[src/rtl/fetch_unit_if.sv]
// Fetch-stage bundle: hazard/redirect inputs, instruction-memory port, IF/ID register and status.
// The slave modport is the fetch unit; the master modport is whatever surrounds it.
interface fetch_unit_if;
  logic        stall;
  logic        redirect_valid;
  logic [31:0] redirect_target;
  logic [31:0] imem_addr;
  logic [31:0] imem_rdata;
  logic        if_id_valid;
  logic [31:0] if_id_pc;
  logic [31:0] if_id_pc_plus4;
  logic [31:0] if_id_instr;
  logic        fetch_halted;
  logic [31:0] fetch_count;
  logic        misalign_err;

  modport slave (
    input  stall, redirect_valid, redirect_target, imem_rdata,
    output imem_addr, if_id_valid, if_id_pc, if_id_pc_plus4, if_id_instr,
           fetch_halted, fetch_count, misalign_err
  );

  modport master (
    output stall, redirect_valid, redirect_target, imem_rdata,
    input  imem_addr, if_id_valid, if_id_pc, if_id_pc_plus4, if_id_instr,
           fetch_halted, fetch_count, misalign_err
  );
endinterface

[src/rtl/fetch_unit.sv]
// RV32I fetch: PC owner, IF/ID register one clock after imem_addr; stall holds, redirect wins over stall.
// FETCH_MISALIGN_TRAP_EN: misaligned redirect halts and pulses misalign_err instead of truncating the target.
module fetch_unit #(
  parameter logic [31:0] RESET_PC   = 32'h0000_0000,
  parameter int          IMEM_WORDS = 256
) (
  input  logic          i_clk,
  input  logic          i_resetn,
  fetch_unit_if.slave   bus
);

  localparam logic [1:0] S_BOOT = 2'd0;
  localparam logic [1:0] S_RUN  = 2'd1;
  localparam logic [1:0] S_HALT = 2'd2;

  // Widened so IMEM_WORDS*4 = 2^32 still compares correctly.
  localparam logic [32:0] IMEM_BYTES = 33'(IMEM_WORDS) * 33'd4;

  logic [1:0]  r_state;
  logic [31:0] r_pc;
  logic        r_if_valid;
  logic [31:0] r_if_pc;
  logic [31:0] r_if_pc4;
  logic [31:0] r_if_instr;
  logic [31:0] r_count;
  logic        r_misalign;

  wire [31:0] w_pc_plus4 = r_pc + 32'd4;
  wire [31:0] w_target   = {bus.redirect_target[31:2], 2'b00};
  wire        w_oob      = {1'b0, r_pc} >= IMEM_BYTES;
  wire        w_misalign;

`ifdef FETCH_MISALIGN_TRAP_EN
  assign w_misalign = bus.redirect_valid && (bus.redirect_target[1:0] != 2'b00);
`else
  assign w_misalign = 1'b0;
  wire w_unused_tgt_lsbs = ^bus.redirect_target[1:0];
`endif

  always_ff @(posedge i_clk or negedge i_resetn) begin
    if (!i_resetn) begin
      r_state    <= S_BOOT;
      r_pc       <= RESET_PC;
      r_if_valid <= 1'b0;
      r_if_pc    <= 32'd0;
      r_if_pc4   <= 32'd0;
      r_if_instr <= 32'd0;
      r_count    <= 32'd0;
      r_misalign <= 1'b0;
    end else begin
      r_misalign <= 1'b0;
      case (r_state)
        S_BOOT: r_state <= S_RUN;
        S_RUN, S_HALT: begin
          if (bus.redirect_valid) begin
            r_if_valid <= 1'b0;
            if (w_misalign) begin
              r_state    <= S_HALT;
              r_misalign <= 1'b1;
            end else begin
              r_pc    <= w_target;
              r_state <= S_RUN;
            end
          end else if (r_state == S_HALT) begin
            r_if_valid <= 1'b0;
          end else if (w_oob) begin
            r_state    <= S_HALT;
            r_if_valid <= 1'b0;
          end else if (!bus.stall) begin
            r_if_instr <= bus.imem_rdata;
            r_if_pc    <= r_pc;
            r_if_pc4   <= w_pc_plus4;
            r_if_valid <= 1'b1;
            r_pc       <= w_pc_plus4;
            r_count    <= r_count + 32'd1;
          end
        end
        default: r_state <= S_BOOT;
      endcase
    end
  end

  assign bus.imem_addr      = r_pc;
  assign bus.if_id_valid    = r_if_valid;
  assign bus.if_id_pc       = r_if_pc;
  assign bus.if_id_pc_plus4 = r_if_pc4;
  assign bus.if_id_instr    = r_if_instr;
  assign bus.fetch_halted   = (r_state == S_HALT);
  assign bus.fetch_count    = r_count;
  assign bus.misalign_err   = r_misalign;

endmodule

[src/flat_wrapper.sv]
// flat-port wrapper written by rule: the top's interface ports become plain ports
module fetch_unit_flat 
#(
  parameter logic [31:0] RESET_PC   = 32'h0000_0000,
  parameter int          IMEM_WORDS = 256
)
  (i_clk, i_resetn, bus_stall, bus_redirect_valid, bus_redirect_target, bus_imem_rdata, bus_imem_addr, bus_if_id_valid, bus_if_id_pc, bus_if_id_pc_plus4, bus_if_id_instr, bus_fetch_halted, bus_fetch_count, bus_misalign_err);
  fetch_unit_if bus_i ();
  input  logic i_clk;
  input  logic i_resetn;
  input wire logic [$bits(bus_i.stall)-1:0] bus_stall;
  input wire logic [$bits(bus_i.redirect_valid)-1:0] bus_redirect_valid;
  input wire logic [$bits(bus_i.redirect_target)-1:0] bus_redirect_target;
  input wire logic [$bits(bus_i.imem_rdata)-1:0] bus_imem_rdata;
  output wire logic [$bits(bus_i.imem_addr)-1:0] bus_imem_addr;
  output wire logic [$bits(bus_i.if_id_valid)-1:0] bus_if_id_valid;
  output wire logic [$bits(bus_i.if_id_pc)-1:0] bus_if_id_pc;
  output wire logic [$bits(bus_i.if_id_pc_plus4)-1:0] bus_if_id_pc_plus4;
  output wire logic [$bits(bus_i.if_id_instr)-1:0] bus_if_id_instr;
  output wire logic [$bits(bus_i.fetch_halted)-1:0] bus_fetch_halted;
  output wire logic [$bits(bus_i.fetch_count)-1:0] bus_fetch_count;
  output wire logic [$bits(bus_i.misalign_err)-1:0] bus_misalign_err;
  assign bus_i.stall = bus_stall;
  assign bus_i.redirect_valid = bus_redirect_valid;
  assign bus_i.redirect_target = bus_redirect_target;
  assign bus_i.imem_rdata = bus_imem_rdata;
  assign bus_imem_addr = bus_i.imem_addr;
  assign bus_if_id_valid = bus_i.if_id_valid;
  assign bus_if_id_pc = bus_i.if_id_pc;
  assign bus_if_id_pc_plus4 = bus_i.if_id_pc_plus4;
  assign bus_if_id_instr = bus_i.if_id_instr;
  assign bus_fetch_halted = bus_i.fetch_halted;
  assign bus_fetch_count = bus_i.fetch_count;
  assign bus_misalign_err = bus_i.misalign_err;
  fetch_unit #(.RESET_PC(RESET_PC), .IMEM_WORDS(IMEM_WORDS)) u_core (.i_clk(i_clk), .i_resetn(i_resetn), .bus(bus_i));
endmodule
[config.mk]
export PLATFORM = sky130hd
export DESIGN_NAME = fetch_unit_flat
export DESIGN_NICKNAME = d
export VERILOG_FILES = /design/src/rtl/fetch_unit_if.sv /design/src/rtl/fetch_unit.sv /design/src/flat_wrapper.sv
export SDC_FILE = /design/constraint.sdc
export NUM_CORES = 1
export LEC_CHECK = 0
export ABC_AREA = 1
export CAP_MARGIN = 10
export CELL_PAD_IN_SITES_DETAIL_PLACEMENT = 2
export CELL_PAD_IN_SITES_GLOBAL_PLACEMENT = 2
export CORE_MARGIN = 1.5
export CORE_UTILIZATION = 28
export CTS_CLUSTER_DIAMETER = 40
export DETAILED_ROUTE_END_ITERATION = 10
export GPL_ROUTABILITY_DRIVEN = 0
export HOLD_SLACK_MARGIN = 0.1
export PLACE_DENSITY_LB_ADDON = 0.25
export RECOVER_POWER = 25
export SLEW_MARGIN = 15
export SYNTH_ARGS = -nofsm -noshare
export SYNTH_HDL_FRONTEND = slang
export SYNTH_SLANG_ARGS = --single-unit
[constraint.sdc]
create_clock -name i_clk -period 5.2 [get_ports i_clk]
set_clock_uncertainty 0.1 [all_clocks]
set_input_delay 0.78 -clock i_clk [delete_from_list [all_inputs] [get_ports i_clk]]
set_output_delay 0.78 -clock i_clk [all_outputs]
set_load 0.02 [all_outputs]
==> impl_results.md <==
- Run status: finished with violations
- Failing checks: max-capacitance violations, max-slew violations
- Congestion Overflow GR: 0
- Prevailing post-synth register cell: dfrtp_1
- Register area: 3930 sq um
- Worst-case headroom to the max-slew limit: -92.0%
- Crit start category: input port
- WL/cell: roughly 17 um
- Placed cell area: 10500 sq um
- Slew Viols, Final: 46
- Antenna violations before repair: 0
- Worst EP arrival: roughly 3.5 ns
- PortBufs: ~220
- Vias in the first global route: 8514
- CTS Buf Count: 17
- Clock power frac: 32.0%
- First-pass GRT wire length: 46700 um
- Setup WS post-layout: 1.88 ns
- Die X: 172 um
- Post-synthesis cell count: roughly 1100
- Worst Tran Pin Value: 2.88 ns
- Ys async rst share: 100%
- Final Hold Fails: 0
- Switching Power: 1.57 mW
- Commonest cells after routing, fill and taps aside: 426 x nand2_1, 220 x clkdlybuf4s50_1, 157 x dfrtp_1
- Post-synth EDFFs: 0
- Most common cell after layout, fill and taps aside: nand2_1
- Lkg Pwr: 5.31 nW
- Clock latency on the worst-skew pair: about 0.44 ns
- Pre-CTS WS: 1.40 ns
- Wl on met1: 12400 um
- Final nets: 1371
- Largest net degree at the start of global routing: 113
- Final setup viols: 0
- Slowest stage delay, CP: 0.75 ns
- Sw Ratio: 39.1%
- Met3 WL: 837 um
- Worst R2R Setup Slack: between 2 and 2.5 ns
- Critical path fanouts, max: 28
- Pwr/cell area: ~360 nW/um^2
- Critical Path, Cell by Cell: clkdlybuf4s50_1, buf_4, inv_1, a21oi_1, nand3_1, nand2_1, nand2_1
- Clock Path Buffers: 2
- Hold buffer count at CTS: 0
- # resized after CTS: 0
- Worst-path clk slew: 0.08 ns
- RSZ-0062 raised after global routing: false
- Area of the multi-input gates: around 3400 sq um
- Number of post-CTS setup repair buffers: 0
- Maxcap violations: 1
- Drt total wl: 29400 um
- Most frequent CP cell: nand2_1
- First drt pass iteration count: 4
- Minimum clock period: about 3.3 ns
- Vias: 7699
- Mapped cell area: between 7000 and 8000 sq um
- Final TNS setup: 0 ns
- Critical path class: input port to flop
- P_int: ~2.4 mW
- Layout cells sized above 1: 5.73%
- # IOs: roughly 230
- Via/cell ratio: 4.56
- Avg Inst Size Synth: 7.37 sq um
- Initial DRC Count: 298
- Yosys warns: 0
- HPWL Detailed: 21600 um
- Die Y: between 150 and 200 um
- Final Instance Area: ~11000 sq um
- Met2 routed WL: 15600 um
- Core ar.: around 28000 sq um
- Fill count: 3267
- Combinational power share: 28.7%
- Crit. End Element: flop
- Bufs and invs on worst path: 3
- Tot GR Track Use: 20.6%
- Die area: 29500 sq um
- Critical Path RT: 5.41 ns
- Reg power frac: 39.3%
- Slowest CP cell: nand3_1
- Detail Route Antenna Nets: 0
- Floorplan row count: between 60 and 70
- Fmax: roughly 300 MHz
- #FFs+latches synth: about 160
- H-tree Lvls: 4
- VDD IR max: 0.000265 V
- Effective utilization at floorplan: between 20% and 30%
- Root buf cell: clkbuf_16
- Fin crit share: 63.9%
- Synth unique cells: 25
- CTS tree: done
- Family with the most delay on the worst path: buffers and inverters
- Sequential share of the synthesized area: 49.2%
- HP Class: flop to flop
- DRC: 0
- Top Layer Used: met4
- Area growth syn-to-layout: 39.0%
- TritonCTS Sinks: approximately 160
-- cells by family (layout without fill, tap and decap cells) --
group	count (synthesis)	after routing	synth area share, %
other	1	8	0.0470
buffers and inverters	152	372	8.59
and+or+nand+nor	701	701	36.2
DFF	157	157	49.2
adders and majority gates	6	6	0.940
xor gates and xnor gates	18	18	1.97
AOI/OAI and AO/OA	49	49	3.07
-- metal layers --
layer  GRT usage, %  vias to the layer above
met5              0                        -
met4           5.26                        0
met3           3.39                       25
met2           38.2                      151
met1           24.5                     3803
li1               -                     3720
-- worst paths after layout --
path | startpoint | cells past startpoint | to
worst max-delay path | bus_redirect_valid | 7 | u_core.bus.imem_addr[31]
worst min-delay path | u_core.bus.if_id_instr[27] | 2 | u_core.bus.if_id_instr[27]
worst max register to register | u_core.r_state[1] | 8 | u_core.bus.imem_addr[31]
worst min register to register | u_core.bus.if_id_instr[27] | 2 | u_core.bus.if_id_instr[27]
max in group asynchronous | i_resetn | 1 | u_core.bus.imem_addr[17]
min in group asynchronous | i_resetn | 1 | u_core.bus.fetch_count[24]
-- worst register-to-register path, stage by stage (launching register included) --
cell     delay, ns
dfrtp_1       0.38
inv_1         0.07
ha_1          0.27
buf_4         0.30
inv_1         0.18
a21oi_1       0.43
nand3_1       0.75
nand2_1       0.27
nand2_1       0.08
-- state kept, by name (all words and copies together), names as in the netlist --
register,cells
u_core.r_state,2
u_core.bus.fetch_count,32
u_core.bus.if_id_pc_plus4,30
u_core.bus.if_id_valid,1
u_core.bus.imem_addr,30
u_core.bus.if_id_pc,30
u_core.bus.if_id_instr,32
-- final cells by class --
class / count / area share, %
timing repair buffer: 230 / 20.6
clock inverter: 14 / 1.48
inverter: 110 / 3.73
tap: 378 / 4.26
sequential: 157 / 35.4
antenna: 1 / 0.0225
multi-input combinational: 781 / 30.6
clock buffer: 18 / 3.96
-- power by group through the flow --
stage / combinational (mW) / clock (mW) / sequential (mW)
global route: 1.30 / 1.37 / 1.61
detailed placement: 1.17 / 0 / 1.60
CTS: 1.18 / 1.33 / 1.58
floorplan: 0.529 / 0 / 1.65
global placement: 1.13 / 0 / 1.60
finish: 1.15 / 1.29 / 1.58
-- stage by stage --
stage          std cells  utilization (%)  power (mW)  hold WS (ns)
2_1_floorplan       1090                -        2.18         0.384
3_3_place_gp        1656             37.6        2.73         0.361
3_5_place_dp        1656             37.6        2.77         0.366
4_1_cts             1688             39.8        4.10         0.191
5_1_grt             1688             39.7        4.28         0.404
6_report            1689             39.7        4.02         0.383
-- synthesized netlist by cell type, types with 3 or more instances --
cell	instances	share of area, %
ha_1	6	0.94
nand4_1	8	0.63
or2_2	15	1.2
nor2_1	149	7.0
dfrtp_1	157	49
nand3_1	71	4.5
inv_1	109	5.1
nand3b_1	14	1.3
buf_4	13	1.2
buf_2	13	0.81
o21ai_0	42	2.6
buf_6	5	0.71
o21ai_1	4	0.25
nand2_2	12	0.94
xor2_1	15	1.6
nor2_2	4	0.31
clkbuf_1	10	0.47
nand2_1	426	20
xnor2_1	3	0.33
a21oi_1	3	0.19
(Power assumes the default switching activity.)
